`src/rtl/qar_can_pkg.sv`:
```
// Shared definitions for the CAN TX scheduler: register word addresses of the
// CAN register block, scheduler FSM encoding and the mailbox payload struct.
package qar_can_pkg;

  // CAN register block word addresses
  localparam logic [5:0] ADDR_STATUS  = 6'h01;
  localparam logic [5:0] ADDR_IRQ_CLR = 6'h05;
  localparam logic [5:0] ADDR_TX_ID   = 6'h08;
  localparam logic [5:0] ADDR_TX_DLC  = 6'h09;
  localparam logic [5:0] ADDR_TX_D0   = 6'h0A;
  localparam logic [5:0] ADDR_TX_D1   = 6'h0B;
  localparam logic [5:0] ADDR_TX_CMD  = 6'h0C;

  // Status bit signalling TX complete, and the matching irq-clear value
  localparam int unsigned STATUS_TX_DONE_BIT = 1;
  localparam logic [31:0] IRQ_TX_CLR         = 32'h0000_0002;

  // Only the 29-bit extended identifier takes part in priority arbitration
  localparam int unsigned ID_CMP_W = 29;

  typedef enum logic [3:0] {
    ST_IDLE   = 4'd0,
    ST_ARB    = 4'd1,
    ST_WR_ID  = 4'd2,
    ST_WR_DLC = 4'd3,
    ST_WR_D0  = 4'd4,
    ST_WR_D1  = 4'd5,
    ST_TRIG   = 4'd6,
    ST_POLL   = 4'd7,
    ST_CLR    = 4'd8,
    ST_DONE   = 4'd9
  } state_e;

  typedef struct packed {
    logic [31:0] id;
    logic [3:0]  dlc;
    logic [31:0] data0;
    logic [31:0] data1;
  } mb_t;

endpackage

```
`src/rtl/qar_can_id_arb.sv`:
```
// Combinational lowest-ID selector over NUM_MB mailboxes (binary min-tree).
// Ports: valid_i  - mailbox holds a candidate frame
//        id_i     - per-mailbox 29-bit priority identifier
//        win_idx_c / win_valid_c - winning index and "any candidate" flag
// Ties resolve to the lower index because the left (lower) child is kept
// unless the right one is strictly smaller.
module qar_can_id_arb
  import qar_can_pkg::*;
#(
  parameter int unsigned NUM_MB = 4,
  localparam int unsigned IDX_W = $clog2(NUM_MB),
  localparam int unsigned LVLS  = $clog2(NUM_MB)
) (
  input  logic [NUM_MB-1:0]               valid_i,
  input  logic [NUM_MB-1:0][ID_CMP_W-1:0] id_i,
  output logic [IDX_W-1:0]                win_idx_c,
  output logic                            win_valid_c
);

  // Levels 0..LVLS-1; level 0 are the leaves, the root compare is done below
  for (genvar l = 0; l < LVLS; l++) begin : g_lvl
    localparam int unsigned N = NUM_MB >> l;
    logic [N-1:0]               v;
    logic [N-1:0][ID_CMP_W-1:0] id;
    logic [N-1:0][IDX_W-1:0]    ix;

    if (l == 0) begin : g_leaf
      assign v  = valid_i;
      assign id = id_i;
      for (genvar i = 0; i < N; i++) begin : g_ix
        assign ix[i] = IDX_W'(i);
      end
    end else begin : g_node
      for (genvar i = 0; i < N; i++) begin : g_cmp
        logic take_r;
        assign take_r = g_lvl[l-1].v[2*i+1] &&
                        (!g_lvl[l-1].v[2*i] || (g_lvl[l-1].id[2*i+1] < g_lvl[l-1].id[2*i]));
        assign v[i]  = g_lvl[l-1].v[2*i] | g_lvl[l-1].v[2*i+1];
        assign id[i] = take_r ? g_lvl[l-1].id[2*i+1] : g_lvl[l-1].id[2*i];
        assign ix[i] = take_r ? g_lvl[l-1].ix[2*i+1] : g_lvl[l-1].ix[2*i];
      end
    end
  end

  // Root compare between the two surviving candidates
  logic root_take_r;
  assign root_take_r = g_lvl[LVLS-1].v[1] &&
                       (!g_lvl[LVLS-1].v[0] || (g_lvl[LVLS-1].id[1] < g_lvl[LVLS-1].id[0]));
  assign win_valid_c = |g_lvl[LVLS-1].v;
  assign win_idx_c   = root_take_r ? g_lvl[LVLS-1].ix[1] : g_lvl[LVLS-1].ix[0];

endmodule

```
`src/rtl/qar_can_tx_sched.sv`:
```
// CAN TX mailbox scheduler. Holds NUM_MB mailboxes, picks the pending one with
// the lowest identifier, writes it into the CAN register block, triggers TX,
// polls for completion (bounded by POLL_TIMEOUT), clears the TX irq and
// reports completion or timeout.
// Ports: clk, rst_n (async active-low)
//        mb_wr/mb_sel/mb_id/mb_dlc/mb_data0/mb_data1 - mailbox load
//        mb_abort - per-mailbox cancel; mb_pending - mailbox holds unsent frame
//        m_write/m_read/m_addr_word/m_wdata/m_rdata - register master port
//        tx_done/tx_err/tx_idx - completion / timeout pulse and mailbox index
//        busy - scheduler not idle
// All outputs are registered; bus outputs are decoded from the next state so
// they are valid during the cycle the FSM sits in the corresponding state.
module qar_can_tx_sched
  import qar_can_pkg::*;
#(
  parameter int unsigned NUM_MB       = 4,
  parameter int unsigned POLL_TIMEOUT = 1024,
  localparam int unsigned IDX_W       = $clog2(NUM_MB)
) (
  input  logic              clk,
  input  logic              rst_n,
  input  logic              mb_wr,
  input  logic [IDX_W-1:0]  mb_sel,
  input  logic [31:0]       mb_id,
  input  logic [3:0]        mb_dlc,
  input  logic [31:0]       mb_data0,
  input  logic [31:0]       mb_data1,
  input  logic [NUM_MB-1:0] mb_abort,
  output logic [NUM_MB-1:0] mb_pending,
  output logic              m_write,
  output logic              m_read,
  output logic [5:0]        m_addr_word,
  output logic [31:0]       m_wdata,
  input  logic [31:0]       m_rdata,
  output logic              tx_done,
  output logic              tx_err,
  output logic [IDX_W-1:0]  tx_idx,
  output logic              busy
);

  localparam int unsigned POLL_CNT_W = $clog2(POLL_TIMEOUT) + 1;

  state_e                 state_q, state_d;
  logic [NUM_MB-1:0]      pending_q, pending_d;
  mb_t                    mb_q [NUM_MB];
  mb_t                    mb_d [NUM_MB];
  logic [IDX_W-1:0]       svc_idx_q, svc_idx_d;
  mb_t                    svc_q, svc_d;
  logic [POLL_CNT_W-1:0]  poll_cnt_q, poll_cnt_d;
  logic                   m_write_q, m_write_d, m_read_q, m_read_d;
  logic [5:0]             m_addr_q, m_addr_d;
  logic [31:0]            m_wdata_q, m_wdata_d;
  logic                   tx_done_q, tx_done_d, tx_err_q, tx_err_d, busy_q, busy_d;
  logic [IDX_W-1:0]       tx_idx_q, tx_idx_d;

  logic [NUM_MB-1:0][ID_CMP_W-1:0] arb_id_c;
  logic [IDX_W-1:0]       arb_idx_c;
  logic                   arb_valid_c;
  logic                   svc_act_c;
  logic [IDX_W-1:0]       svc_cur_c;
  logic                   clr_pend_c;
  logic                   rdata_unused_c;

  assign rdata_unused_c = ^{m_rdata[31:2], m_rdata[0]};

  // Arbitration key: low 29 bits of each stored identifier
  always_comb begin
    for (int unsigned i = 0; i < NUM_MB; i++) begin
      arb_id_c[i] = mb_q[i].id[ID_CMP_W-1:0];
    end
  end

  qar_can_id_arb #(.NUM_MB(NUM_MB)) u_arb (
    .valid_i     (pending_q),
    .id_i        (arb_id_c),
    .win_idx_c   (arb_idx_c),
    .win_valid_c (arb_valid_c)
  );

  // Mailbox in service: the ARB winner is protected already in the ARB cycle
  assign svc_act_c = (state_q == ST_ARB) ? arb_valid_c : (state_q != ST_IDLE);
  assign svc_cur_c = (state_q == ST_ARB) ? arb_idx_c : svc_idx_q;

  // Mailbox load/abort; a write beats an abort, the serviced mailbox is frozen
  always_comb begin
    mb_d      = mb_q;
    pending_d = pending_q;
    for (int unsigned i = 0; i < NUM_MB; i++) begin
      if (!(svc_act_c && (svc_cur_c == IDX_W'(i)))) begin
        if (mb_wr && (mb_sel == IDX_W'(i))) begin
          pending_d[i] = 1'b1;
          mb_d[i]      = '{id: mb_id, dlc: mb_dlc, data0: mb_data0, data1: mb_data1};
        end else if (mb_abort[i]) begin
          pending_d[i] = 1'b0;
        end
      end
    end
    if (clr_pend_c) begin
      pending_d[svc_idx_q] = 1'b0;
    end
  end

  // Next-state and registered-output decode
  always_comb begin
    state_d    = state_q;
    svc_idx_d  = svc_idx_q;
    svc_d      = svc_q;
    poll_cnt_d = '0;
    clr_pend_c = 1'b0;
    tx_done_d  = 1'b0;
    tx_err_d   = 1'b0;
    tx_idx_d   = tx_idx_q;
    m_write_d  = 1'b0;
    m_read_d   = 1'b0;
    m_addr_d   = '0;
    m_wdata_d  = '0;

    case (state_q)
      ST_IDLE:   if (|pending_q) state_d = ST_ARB;
      ST_ARB: begin
        // Pending set may have been aborted between IDLE and ARB
        if (arb_valid_c) begin
          svc_idx_d = arb_idx_c;
          svc_d     = mb_q[arb_idx_c];
          state_d   = ST_WR_ID;
        end else begin
          state_d = ST_IDLE;
        end
      end
      ST_WR_ID:  state_d = ST_WR_DLC;
      ST_WR_DLC: state_d = ST_WR_D0;
      ST_WR_D0:  state_d = ST_WR_D1;
      ST_WR_D1:  state_d = ST_TRIG;
      ST_TRIG:   state_d = ST_POLL;
      ST_POLL: begin
        if (m_rdata[STATUS_TX_DONE_BIT]) begin
          state_d = ST_CLR;
        end else if (poll_cnt_q == POLL_CNT_W'(POLL_TIMEOUT - 1)) begin
          state_d    = ST_IDLE;
          clr_pend_c = 1'b1;
          tx_err_d   = 1'b1;
          tx_idx_d   = svc_idx_q;
        end else begin
          poll_cnt_d = poll_cnt_q + POLL_CNT_W'(1);
        end
      end
      ST_CLR: begin
        state_d    = ST_DONE;
        clr_pend_c = 1'b1;
        tx_done_d  = 1'b1;
        tx_idx_d   = svc_idx_q;
      end
      ST_DONE:   state_d = ST_IDLE;
      default:   state_d = ST_IDLE;
    endcase

    case (state_d)
      ST_WR_ID:  begin m_write_d = 1'b1; m_addr_d = ADDR_TX_ID;   m_wdata_d = svc_d.id; end
      ST_WR_DLC: begin m_write_d = 1'b1; m_addr_d = ADDR_TX_DLC;  m_wdata_d = {28'b0, svc_d.dlc}; end
      ST_WR_D0:  begin m_write_d = 1'b1; m_addr_d = ADDR_TX_D0;   m_wdata_d = svc_d.data0; end
      ST_WR_D1:  begin m_write_d = 1'b1; m_addr_d = ADDR_TX_D1;   m_wdata_d = svc_d.data1; end
      ST_TRIG:   begin m_write_d = 1'b1; m_addr_d = ADDR_TX_CMD;  m_wdata_d = '0; end
      ST_POLL:   begin m_read_d  = 1'b1; m_addr_d = ADDR_STATUS; end
      ST_CLR:    begin m_write_d = 1'b1; m_addr_d = ADDR_IRQ_CLR; m_wdata_d = IRQ_TX_CLR; end
      default:   ;
    endcase

    busy_d = (state_d != ST_IDLE);
  end

  // Mailbox contents carry no reset value
  always_ff @(posedge clk) begin
    mb_q <= mb_d;
  end

  always_ff @(posedge clk or negedge rst_n) begin
    if (!rst_n) begin
      state_q    <= ST_IDLE;
      pending_q  <= '0;
      svc_idx_q  <= '0;
      svc_q      <= '0;
      poll_cnt_q <= '0;
      m_write_q  <= 1'b0;
      m_read_q   <= 1'b0;
      m_addr_q   <= '0;
      m_wdata_q  <= '0;
      tx_done_q  <= 1'b0;
      tx_err_q   <= 1'b0;
      tx_idx_q   <= '0;
      busy_q     <= 1'b0;
    end else begin
      state_q    <= state_d;
      pending_q  <= pending_d;
      svc_idx_q  <= svc_idx_d;
      svc_q      <= svc_d;
      poll_cnt_q <= poll_cnt_d;
      m_write_q  <= m_write_d;
      m_read_q   <= m_read_d;
      m_addr_q   <= m_addr_d;
      m_wdata_q  <= m_wdata_d;
      tx_done_q  <= tx_done_d;
      tx_err_q   <= tx_err_d;
      tx_idx_q   <= tx_idx_d;
      busy_q     <= busy_d;
    end
  end

  assign mb_pending  = pending_q;
  assign m_write     = m_write_q;
  assign m_read      = m_read_q;
  assign m_addr_word = m_addr_q;
  assign m_wdata     = m_wdata_q;
  assign tx_done     = tx_done_q;
  assign tx_err      = tx_err_q;
  assign tx_idx      = tx_idx_q;
  assign busy        = busy_q;

endmodule

```
`config.mk`:
```
export PLATFORM = sky130hd
export DESIGN_NAME = qar_can_tx_sched
export DESIGN_NICKNAME = d
export VERILOG_FILES = /design/src/rtl/qar_can_pkg.sv /design/src/rtl/qar_can_id_arb.sv /design/src/rtl/qar_can_tx_sched.sv
export SDC_FILE = /design/constraint.sdc
export NUM_CORES = 1
export LEC_CHECK = 0
export CAP_MARGIN = 15
export CORE_AREA = 2 2 258 260
export CTS_BUF_LIST = sky130_fd_sc_hd__clkbuf_4
export CTS_CLUSTER_SIZE = 14
export DETAILED_ROUTE_END_ITERATION = 8
export DIE_AREA = 0 0 260 262
export HOLD_SLACK_MARGIN = 0.02
export PLACE_DENSITY = 0.54
export SYNTH_ARGS = -nofsm -noshare
export SYNTH_HDL_FRONTEND = slang
export SYNTH_SLANG_ARGS = --single-unit
```
`constraint.sdc`:
```
create_clock -name clk -period 15.9 [get_ports clk]
set_clock_uncertainty 0.1 [all_clocks]
set_input_delay 4.77 -clock clk [delete_from_list [all_inputs] [get_ports clk]]
set_output_delay 4.77 -clock clk [all_outputs]
set_load 0.01 [all_outputs]
```
==> key figures, run 1 <==
Global routing
  • Largest net degree at the start of global routing: 87
  • Gr usage total: 0.188
  • Antenna violations before repair: 16
  • First-pass GRT wire length: 93.6 mm
  • Gr ovfl total: 0
  • Vias in the first global route: 15300

Critical path
  • Reg2Reg Depth: 20
  • Critical path class: register to register
  • CP startpoint kind: register
  • Maximum fanout along the worst path: between 70 and 80
  • CP endpoint kind: register
  • WP data required: 16330 ps
  • Worst Path Arrival: approximately 9000 ps

Timing
  • Fin crit period: 8590 ps
  • Final setup violation count: 0
  • Endpoints failing hold: 0
  • Slew @ Worst Pin: 1110 ps
  • Final Max Slew Viols: 0
  • Unrepaired setup endpoints after global routing: no
  • Final Cycle Share: 0.540
  • Max Fclk: 0.116 GHz
  • Slew HR: 0.260
  • TNS Setup: 0 ps

Floorplanning
  • Die height: about 260 µm
  • # IOs: 190
  • Die Width: 260 µm
  • Std-Cell Core Area: 65300 µm²
  • Initial Utilization: 0.346
  • Row count: 94
  • Area of the die: 68100 µm²

Clock tree
  • Clock-pin slew on the worst setup and hold paths: 50 ps
  • CTS Sinks: 532
  • TritonCTS Buffers: 142
  • Clock root buffer: clkbuf_4
  • H-tree levels: 4
  • Clock Tree Buf Depth: 3
  • CTS tree: built
  • Setup bufs post-CTS: 0
  • CTS resizes: 0
  • Latest clock arrival within the worst-skew pair: 960 ps
  • CTS Hold Bufs: 0

Routing
  • Vias: between 15000 and 20000
  • Wirelength, routed: about 63 mm
  • WL/cell: 21.7 µm
  • Vias per cell: 5.17
  • DRC violations left: 0
  • Initial DRC Count: 1058
  • Post-DRT Antenna Nets: 0
  • Pre-Repair DR Iteration Count: 5

Layout
  • Area Growth Syn to Fin: 20.3%
  • Share of cells above drive strength 1: 0.140
  • Final core utilization: 0.417
  • Final #Nets: 2156

Logic synthesis
  • Synth Flop Type: edfxtp_1
  • Syn avg cell area: ~13 µm²
  • EDFF count, synth: 400
  • Synthesized instance count: about 1700
  • Synth Cell Area: between 20000 and 25000 µm²
  • Unique cell type count in the Yosys netlist: 57
  • Yosys reg bits: 532
  • Sequential share of the synthesized area: 0.677
  • Yosys warns: 0
  • Asr flop ratio synth: 0.248

Run status
  • Outcome: finished clean

Placed design
  • Gp weighted congestion: about 0.88
  • IO buf count: 156
  • DP HPWL: 38.8 mm

Worst hold path
  • Hold crit path type: register to register
  • Worst hold stages: 1

Power
  • P per Cell Area: 190 nW/µm²
  • P_leak: approximately 0.011 µW
  • Maximum vdd drop: just over 0.0002 V

Run
  • Max cap viols: 0
==> critical path, cell delays in order (launching register included) <==
cell,delay [ps]
edfxtp_1,390
ha_1,320
a21oi_1,140
o21ai_0,180
a221oi_1,910
and3_1,260
a22o_2,120
buf_4,680
o21ai_0,310
ha_1,370
nand4_1,140
nor4_1,920
nand4_1,260
o2111ai_1,320
o21ai_0,250
nor2b_1,220
o211ai_1,150
o21ai_1,240
a211oi_4,310
buf_4,580
buf_4,890
==> state kept, by name, indices dropped and copies added (netlist names), 2 cells and up <==
register     count
svc_q           68
arb_id_c       116
poll_cnt_q      11
tx_idx           2
m_wdata         32
mb_pending       4
svc_idx_q        2
m_addr_word      4
mb_q           284
state_q          4
==> stage by stage <==
step | area [µm²] | total power, µW | hold WS [ps] | setup slack (ps) | instances
floorplan | 22600 | 3170 | 342 | 2950 | 1703
global placement | 25100 | 3850 | 369 | 7350 | 2650
detailed placement | 25100 | 3870 | 372 | 7350 | 2650
CTS | 27200 | 5230 | 380 | 7320 | 2909
global route | 27200 | 5500 | 407 | 6760 | 2913
finish | 27200 | 5180 | 377 | 7310 | 2916
==> logic make-up (layout without fill, tap and decap cells) <==
family | after synthesis | after routing | share of synthesized area
flip-flops | 532 | 532 | 0.677
XOR/XNOR | 9 | 9 | 0.00349
multiplexers | 91 | 91 | 0.0404
AO/OA/AOI/OAI | 417 | 417 | 0.128
other | 1 | 9 | 0.000166
buffers and inverters | 160 | 502 | 0.0278
adder cells (fa/ha/maj) | 85 | 85 | 0.0470
AND/OR/NAND/NOR | 407 | 407 | 0.0759
==> synthesized netlist by cell type (7+ instances only) <==
cell      instances  area, µm²
edfxtp_1        400      12000
nand2_1         241        905
dfrtp_1         132       3300
mux2i_1          89        891
ha_1             85       1060
nor2_1           85        319
a21oi_1          79        395
o21ai_0          79        395
a22o_1           69        604
inv_1            66        248
clkbuf_1         65        244
a31oi_1          59        369
a221oi_1         31        272
a221o_1          27        270
buf_1            18       67.6
nand4_1          16        100
nor3_1           13       65.1
a211oi_1         12       90.1
nand3_1          12       60.1
a21o_1           10       75.1
o211ai_1          9       67.6
and3_1            8       50.1
o21a_1            7       52.6
or3_1             7       43.8
==> final cells by class <==
type	instances	area (µm²)
Inverter	66	248
Clock inverter	34	370
Sequential cell	532	15300
Tap cell	864	1080
Antenna cell	7	17.5
Multi-Input combinational cell	1011	6770
Fill cell	6113	38100
Timing Repair Buffer	177	1720
Clock buffer	225	1690
==> path summary, 6_finish.rpt <==
path	from	end	slack, ps
setup / recovery	arb_id_c[111]$_DFFE_PP_	mb_q[128]$_DFFE_PP_	7310
min in group asynchronous	rst_n	m_wdata[1]$_DFF_PN0_	3820
hold reg to reg	poll_cnt_q[0]$_DFF_PN0_	poll_cnt_q[0]$_DFF_PN0_	380
max in group asynchronous	rst_n	m_wdata[22]$_DFF_PN0_	10560
hold / removal	poll_cnt_q[0]$_DFF_PN0_	poll_cnt_q[0]$_DFF_PN0_	380
setup reg to reg	arb_id_c[111]$_DFFE_PP_	mb_q[128]$_DFFE_PP_	7310
==> power by group <==
part           switching, µW  total [µW]  internal [µW]
clock                    561        1350            787
combinational           1260        1960            707
sequential               144        1870           1720
total                   1960        5180           3220
==> per-layer routing <==
metal / GRT usage / routed length, µm
met5: 0 / 80
met2: 0.308 / 30800
met4: 0.0816 / 1800
met3: 0.0523 / 3900
met1: 0.232 / 26700
==> cell usage in the layout, fill, tap and decap left out, types with 68 or more instances in the layout <==
cell               n
a21oi_1           76
nand2_1          241
o21ai_0           79
a22o_1            68
clkdlybuf4s50_1  155
clkbuf_4         225
ha_1              85
nor2_1            85
dfrtp_1          132
edfxtp_1         400
mux2i_1           89
Power figures use the tool's default switching activity.
==> run 2, diff against run 1 <==
==> constraint.sdc (replaced) <==
create_clock -name clk -period 8.5 [get_ports clk]
set_clock_uncertainty 0.1 [all_clocks]
set_input_delay 2.55 -clock clk [delete_from_list [all_inputs] [get_ports clk]]
set_output_delay 2.55 -clock clk [all_outputs]
set_load 0.01 [all_outputs]
==> key figures, run 2 (synthesized netlist as in run 1, its figures left out) <==
Power
  • P per Cell Area: 350 nW/µm² (+84%)
  • Maximum vdd drop: 0.000594 V (+190%)
  • P_leak: 0.0106 µW (about the same)

Layout
  • Fin area: 27200 µm² (about the same)
  • Share of cells above drive strength 1: 0.139 (-0.00110)
  • Most common cell after layout, fill and taps aside: edfxtp_1
  • Layout Cells excl Fill: 2925 (+0.31%)
  • Most frequent cells in the layout: 400 x edfxtp_1, 241 x nand2_1, 208 x clkbuf_4, 155 x clkdlybuf4s50_1, 132 x dfrtp_1
  • Final #Nets: 2168 (+0.56%)
  • Largest reg by FF count: mb_q
  • Area Growth Syn to Fin: 20.4% (about the same)
  • Max FFs per register: 284 (unchanged)

Clock tree
  • Clock Tree Buf Depth: 3 (unchanged)
  • TritonCTS Buffers: 141 (-0.70%)
  • CTS resizes: 0 (unchanged)
  • Setup bufs post-CTS: 0 (unchanged)
  • CTS Hold Bufs: 0 (unchanged)
  • Clock-pin slew on the worst setup and hold paths: 60 ps (about the same)
  • Clock root buffer: clkbuf_4
  • CTS tree: built
  • CTS Sinks: 532 (unchanged)
  • Latest clock arrival within the worst-skew pair: 970 ps (about the same)
  • H-tree levels: 4 (unchanged)

Timing
  • Endpoints failing hold: 0 (unchanged)
  • Slew @ Worst Pin: 954 ps (-155 ps)
  • Final Cycle Share: 0.895 (+0.355)
  • Max Fclk: 0.131 GHz (+13%)
  • TNS Setup: 0 ps (unchanged)
  • Final Max Slew Viols: 0 (unchanged)
  • Fin crit period: 7610 ps (-982 ps)
  • Unrepaired setup endpoints after global routing: no
  • Slew HR: 0.364 (+0.103)
  • Final setup violation count: 0 (unchanged)
  • Post-layout worst setup margin: 892 ps (-6420 ps)

Global routing
  • First-pass GRT wire length: 95.3 mm (+1.7%)
  • Largest net degree at the start of global routing: 83 (-4.6%)
  • Vias in the first global route: 15400 (+0.65%)
  • Gr ovfl total: 0 (unchanged)
  • Antenna violations before repair: 17 (+1)
  • Gr usage total: 0.190 (+0.00289)

Placed design
  • Post-place instance area: 25300 µm² (+0.84%)
  • IO buf count: 156 (unchanged)
  • Gp weighted congestion: 0.881 (-0.11%)
  • Pre-CTS setup slack: 922 ps (-6420 ps)
  • DP HPWL: 40.4 mm (+4.3%)
  • Placed Cells: 2663 (+0.49%)

Critical path
  • Worst setup path startpoint: arb_id_c[111]$_DFFE_PP_
  • CP startpoint kind: register
  • Critical path class: register to register
  • CP endpoint kind: register
  • Maximum fanout along the worst path: 49 (-33%)
  • RR Startpoint: arb_id_c[111]$_DFFE_PP_
  • WP data required: 9000 ps (-7330 ps)
  • Worst Path Arrival: 8110 ps (-910 ps)

Worst hold path
  • Hold path start: tx_idx[1]$_DFFE_PN0P_
  • Hold crit path type: register to register

Floorplanning
  • # IOs: 190 (unchanged)
  • Area of the die: 68100 µm² (unchanged)
  • Std-Cell Core Area: 65300 µm² (unchanged)
  • Die Width: 260 µm (unchanged)
  • Die height: 262 µm (unchanged)
  • Row count: 94 (unchanged)
  • Initial Utilization: 0.346 (unchanged)

Run status
  • Outcome: finished clean

Routing
  • Vias per cell: 5.13 (-0.67%)
  • DRC violations left: 0 (unchanged)
  • Pre-Repair DR Iteration Count: 5 (unchanged)
  • Vias: 15000 (-0.37%)
  • WL/cell: 21.8 µm (+0.84%)
  • Wirelength, routed: 63.9 mm (+1.2%)
  • Post-DRT Antenna Nets: 0 (unchanged)
  • Initial DRC Count: 1008 (-4.7%)

Run
  • Max cap viols: 0 (unchanged)
==> run 2: stage by stage <==
step | utilization | hold WS (ps) | total power (µW)
3_3_place_gp | 0.388 | 370 | 7250
5_1_grt | 0.417 | 395 | 10100
2_1_floorplan | - | 342 | 5930
6_report | 0.417 | 380 | 9520
3_5_place_dp | 0.388 | 367 | 7290
4_1_cts | 0.417 | 381 | 9650
==> run 2: layer usage <==
metal,track usage,share of wire,vias up
met5,0,0.0013,-
li1,-,-,7025
met3,0.0625,0.069,95
met4,0.0551,0.015,14
met1,0.235,0.42,7464
met2,0.319,0.49,412
==> run 2: final timing paths <==
path / slack [ps] / to / cells after the start
max: 890 / mb_q[364]$_DFFE_PP_ / 18
min: 380 / tx_idx[1]$_DFFE_PN0P_ / 1
max reg2reg: 890 / mb_q[364]$_DFFE_PP_ / 18
min reg2reg: 380 / tx_idx[1]$_DFFE_PN0P_ / 1
max in group asynchronous: 5410 / svc_q[0]$_DFF_PN0_ / 2
min in group asynchronous: 1520 / m_wdata[2]$_DFF_PN0_ / 1
==> run 2: final cells by class <==
cell class                 count  area, µm²
timing repair buffer         190       1930
antenna                        7       17.5
clock buffer                 208       1560
fill                        6104      38100
multi-input combinational   1011       6770
tap                          864       1080
inverter                      66        248
clock inverter                47        300
sequential                   532      15300
==> run 2: critical path, cell delays in order, from the launching register on <==
cell       delay [ps]
edfxtp_1          400
ha_1              330
a21oi_1           150
o21ai_0           160
a221oi_1          840
and3_1            250
a22o_2            750
o21ai_0           230
ha_1              380
a2111oi_0         640
o211ai_1          190
nand4_1           200
o2111ai_1         310
o21ai_0           250
nor2b_1           280
o211ai_1          200
a22oi_1           460
o21a_4            710
buf_4             390
==> run 2: report_power, final <==
part           internal, µW  total [µW]  switching, µW
Combinational          1360        3720           2360
Clock                  1250        2320           1070
Sequential             3220        3480            261
==> run 3, diff against run 2 <==
==> constraint.sdc (replaced) <==
create_clock -name clk -period 7.4 [get_ports clk]
set_clock_uncertainty 0.1 [all_clocks]
set_input_delay 2.22 -clock clk [delete_from_list [all_inputs] [get_ports clk]]
set_output_delay 2.22 -clock clk [all_outputs]
set_load 0.01 [all_outputs]
==> key figures, run 3 (synthesized netlist as in run 1, its figures left out) <==
Critical path
  • Worst Path Arrival: 7230 ps (-880 ps)
  • Worst setup path startpoint: arb_id_c[45]$_DFFE_PP_
  • Family with the most delay on the worst path: compound AO/OA/AOI/OAI gates
  • Worst path cell trace: ha_1 > a21oi_1 > o21ai_0 > a21oi_1 > nand4b_1 > o21ai_4 > buf_4 > a21oi_1 > ha_1 > a2111oi_0 > o211ai_1 > nand4_1 > o2111ai_1 > o21ai_0 > nor2b_1 > o211ai_1 > a22oi_1 > o21a_4 > buf_4
  • Critical path class: register to register
  • CP startpoint kind: register
  • Crit path top cell by count: a21oi_1
  • CP endpoint kind: register
  • RR Startpoint: arb_id_c[45]$_DFFE_PP_
  • Maximum fanout along the worst path: 35 (-29%)
  • Slowest CP cell: o21ai_4
  • Largest stage delay on the critical path: 860 ps (+20 ps)
  • CP bufs+invs: 2 (+1)
  • WP data required: 7920 ps (-1080 ps)

Timing
  • Post-layout worst setup margin: 689 ps (-203 ps)
  • Slew @ Worst Pin: 1020 ps (+63.5 ps)
  • Final setup violation count: 0 (unchanged)
  • TNS Setup: 0 ps (unchanged)
  • Endpoints failing hold: 0 (unchanged)
  • Final Cycle Share: 0.907 (+0.0119)
  • Max Fclk: 0.149 GHz (+13%)
  • Unrepaired setup endpoints after global routing: no
  • Slew HR: 0.321 (-0.0423)
  • Fin crit period: 6710 ps (-897 ps)
  • Final Max Slew Viols: 0 (unchanged)

Clock tree
  • Latest clock arrival within the worst-skew pair: 950 ps (-20 ps)
  • CTS resizes: 0 (unchanged)
  • H-tree levels: 4 (unchanged)
  • Clock root buffer: clkbuf_4
  • TritonCTS Buffers: 139 (-1.4%)
  • CTS Hold Bufs: 0 (unchanged)
  • CTS tree: built
  • Clock Tree Buf Depth: 3 (unchanged)
  • CTS Sinks: 532 (unchanged)
  • Setup bufs post-CTS: 0 (unchanged)
  • Clock-pin slew on the worst setup and hold paths: 70 ps (about the same)

Floorplanning
  • Area of the die: 68100 µm² (unchanged)
  • Initial Utilization: 0.346 (unchanged)
  • Std-Cell Core Area: 65300 µm² (unchanged)
  • # IOs: 190 (unchanged)
  • Row count: 94 (unchanged)
  • Die height: 262 µm (unchanged)
  • Die Width: 260 µm (unchanged)

Routing
  • Pre-Repair DR Iteration Count: 5 (unchanged)
  • Vias per cell: 5.13 (about the same)
  • Wirelength, routed: 64.4 mm (+0.79%)
  • DRC violations left: 0 (unchanged)
  • WL/cell: 21.8 µm (about the same)
  • Post-DRT Antenna Nets: 0 (unchanged)
  • Vias: 15100 (+0.72%)
  • Initial DRC Count: 1162 (+15%)

Placed design
  • Gp weighted congestion: 0.898 (+2.0%)
  • DP HPWL: 41.2 mm (+2.0%)
  • Pre-CTS setup slack: 805 ps (-117 ps)
  • Placed Cells: 2692 (+1.1%)
  • Post-place instance area: 25800 µm² (+1.7%)
  • IO buf count: 156 (unchanged)

Global routing
  • Gr ovfl total: 0 (unchanged)
  • Gr usage total: 0.191 (+0.000358)
  • Largest net degree at the start of global routing: 93 (+12%)
  • Vias in the first global route: 15400 (-0.22%)
  • First-pass GRT wire length: 95.6 mm (+0.38%)
  • Antenna violations before repair: 12 (-5)

Layout
  • Max FFs per register: 284 (unchanged)
  • Area Growth Syn to Fin: 22.5%
  • Most frequent cells in the layout: 400 x edfxtp_1, 241 x nand2_1, 217 x clkbuf_4, 155 x clkdlybuf4s50_1, 132 x dfrtp_1
  • Final #Nets: 2195 (+1.2%)
  • Share of cells above drive strength 1: 0.153 (+0.0146)
  • Fin area: 27700 µm² (+1.8%)
  • Most common cell after layout, fill and taps aside: edfxtp_1
  • Largest reg by FF count: mb_q
  • Layout Cells excl Fill: 2948 (+0.79%)

Power
  • Tot Pwr: 11300 µW (+18%)
  • P_leak: 0.0108 µW (+2.3%)
  • P per Cell Area: 406 nW/µm² (+16%)
  • Maximum vdd drop: 0.000402 V (-32%)

Worst hold path
  • Hold path start: tx_idx[1]$_DFFE_PN0P_
  • Hold crit path type: register to register

Run status
  • Outcome: finished clean

Run
  • Max cap viols: 0 (unchanged)
run 3: cell types whose count changed in the layout (fill, tap and decap cells not counted), moves of 3 or more:
cell / before / now
buf_12: 9 / 25
buf_4: 25 / 38
clkbuf_4: 208 / 217
clkinv_1: 30 / 24
clkinv_2: 5 / 0
diode_2: 7 / 4
inv_2: 5 / 2
run 3: power by group:
| group | switching (µW) | internal [µW] |
|---|---|---|
| clock | 1190 | 1540 |
| sequential | 299 | 3700 |
| combinational | 2780 | 1750 |
| total | 4270 | 6990 |
run 3: layout make-up:
| class | instances | area [µm²] |
|---|---|---|
| Clock buffer | 217 | 1630 |
| Sequential cell | 532 | 15300 |
| Tap cell | 864 | 1080 |
| Timing Repair Buffer | 219 | 2350 |
| Multi-Input combinational cell | 1011 | 6770 |
| Fill cell | 6093 | 37600 |
| Clock inverter | 35 | 303 |
| Antenna cell | 4 | 10.0 |
| Inverter | 66 | 248 |
run 3: final timing paths:
path	depth (start not counted)	slack, ps	endpoint
setup / recovery	19	690	mb_q[223]$_DFFE_PP_
min in group asynchronous	1	1230	svc_q[63]$_DFF_PN0_
max in group asynchronous	2	4520	poll_cnt_q[7]$_DFF_PN0_
hold / removal	1	380	tx_idx[1]$_DFFE_PN0P_
setup reg to reg	19	690	mb_q[223]$_DFFE_PP_
hold reg to reg	1	380	tx_idx[1]$_DFFE_PN0P_
run 3: worst register-to-register path, cell delays in order, from the launching register on:
cell and delay [ps]:
edfxtp_1 430, ha_1 340, a21oi_1 190, o21ai_0 150, a21oi_1 180, nand4b_1 280
o21ai_4 860, buf_4 340, a21oi_1 90, ha_1 200, a2111oi_0 580, o211ai_1 200
nand4_1 180, o2111ai_1 280, o21ai_0 240, nor2b_1 260, o211ai_1 250, a22oi_1 500
o21a_4 410, buf_4 300
run 3: per-stage QoR:
stage / hold slack (ps) / util
final: 383 / 0.424
after global routing: 400 / 0.424
after CTS: 388 / 0.424
after detailed placement: 374 / 0.395
after global placement: 372 / 0.395
after floorplan: 342 / -
run 3: metal layers:
| metal | track usage | vias to the layer above | part of all wire |
|---|---|---|---|
| met4 | 0.0533 | 10 | 0.016 |
| met5 | 0 | - | 0.0011 |
| met1 | 0.242 | 7512 | 0.43 |
| met2 | 0.319 | 426 | 0.49 |
| li1 | - | 7080 | - |
| met3 | 0.0536 | 90 | 0.061 |
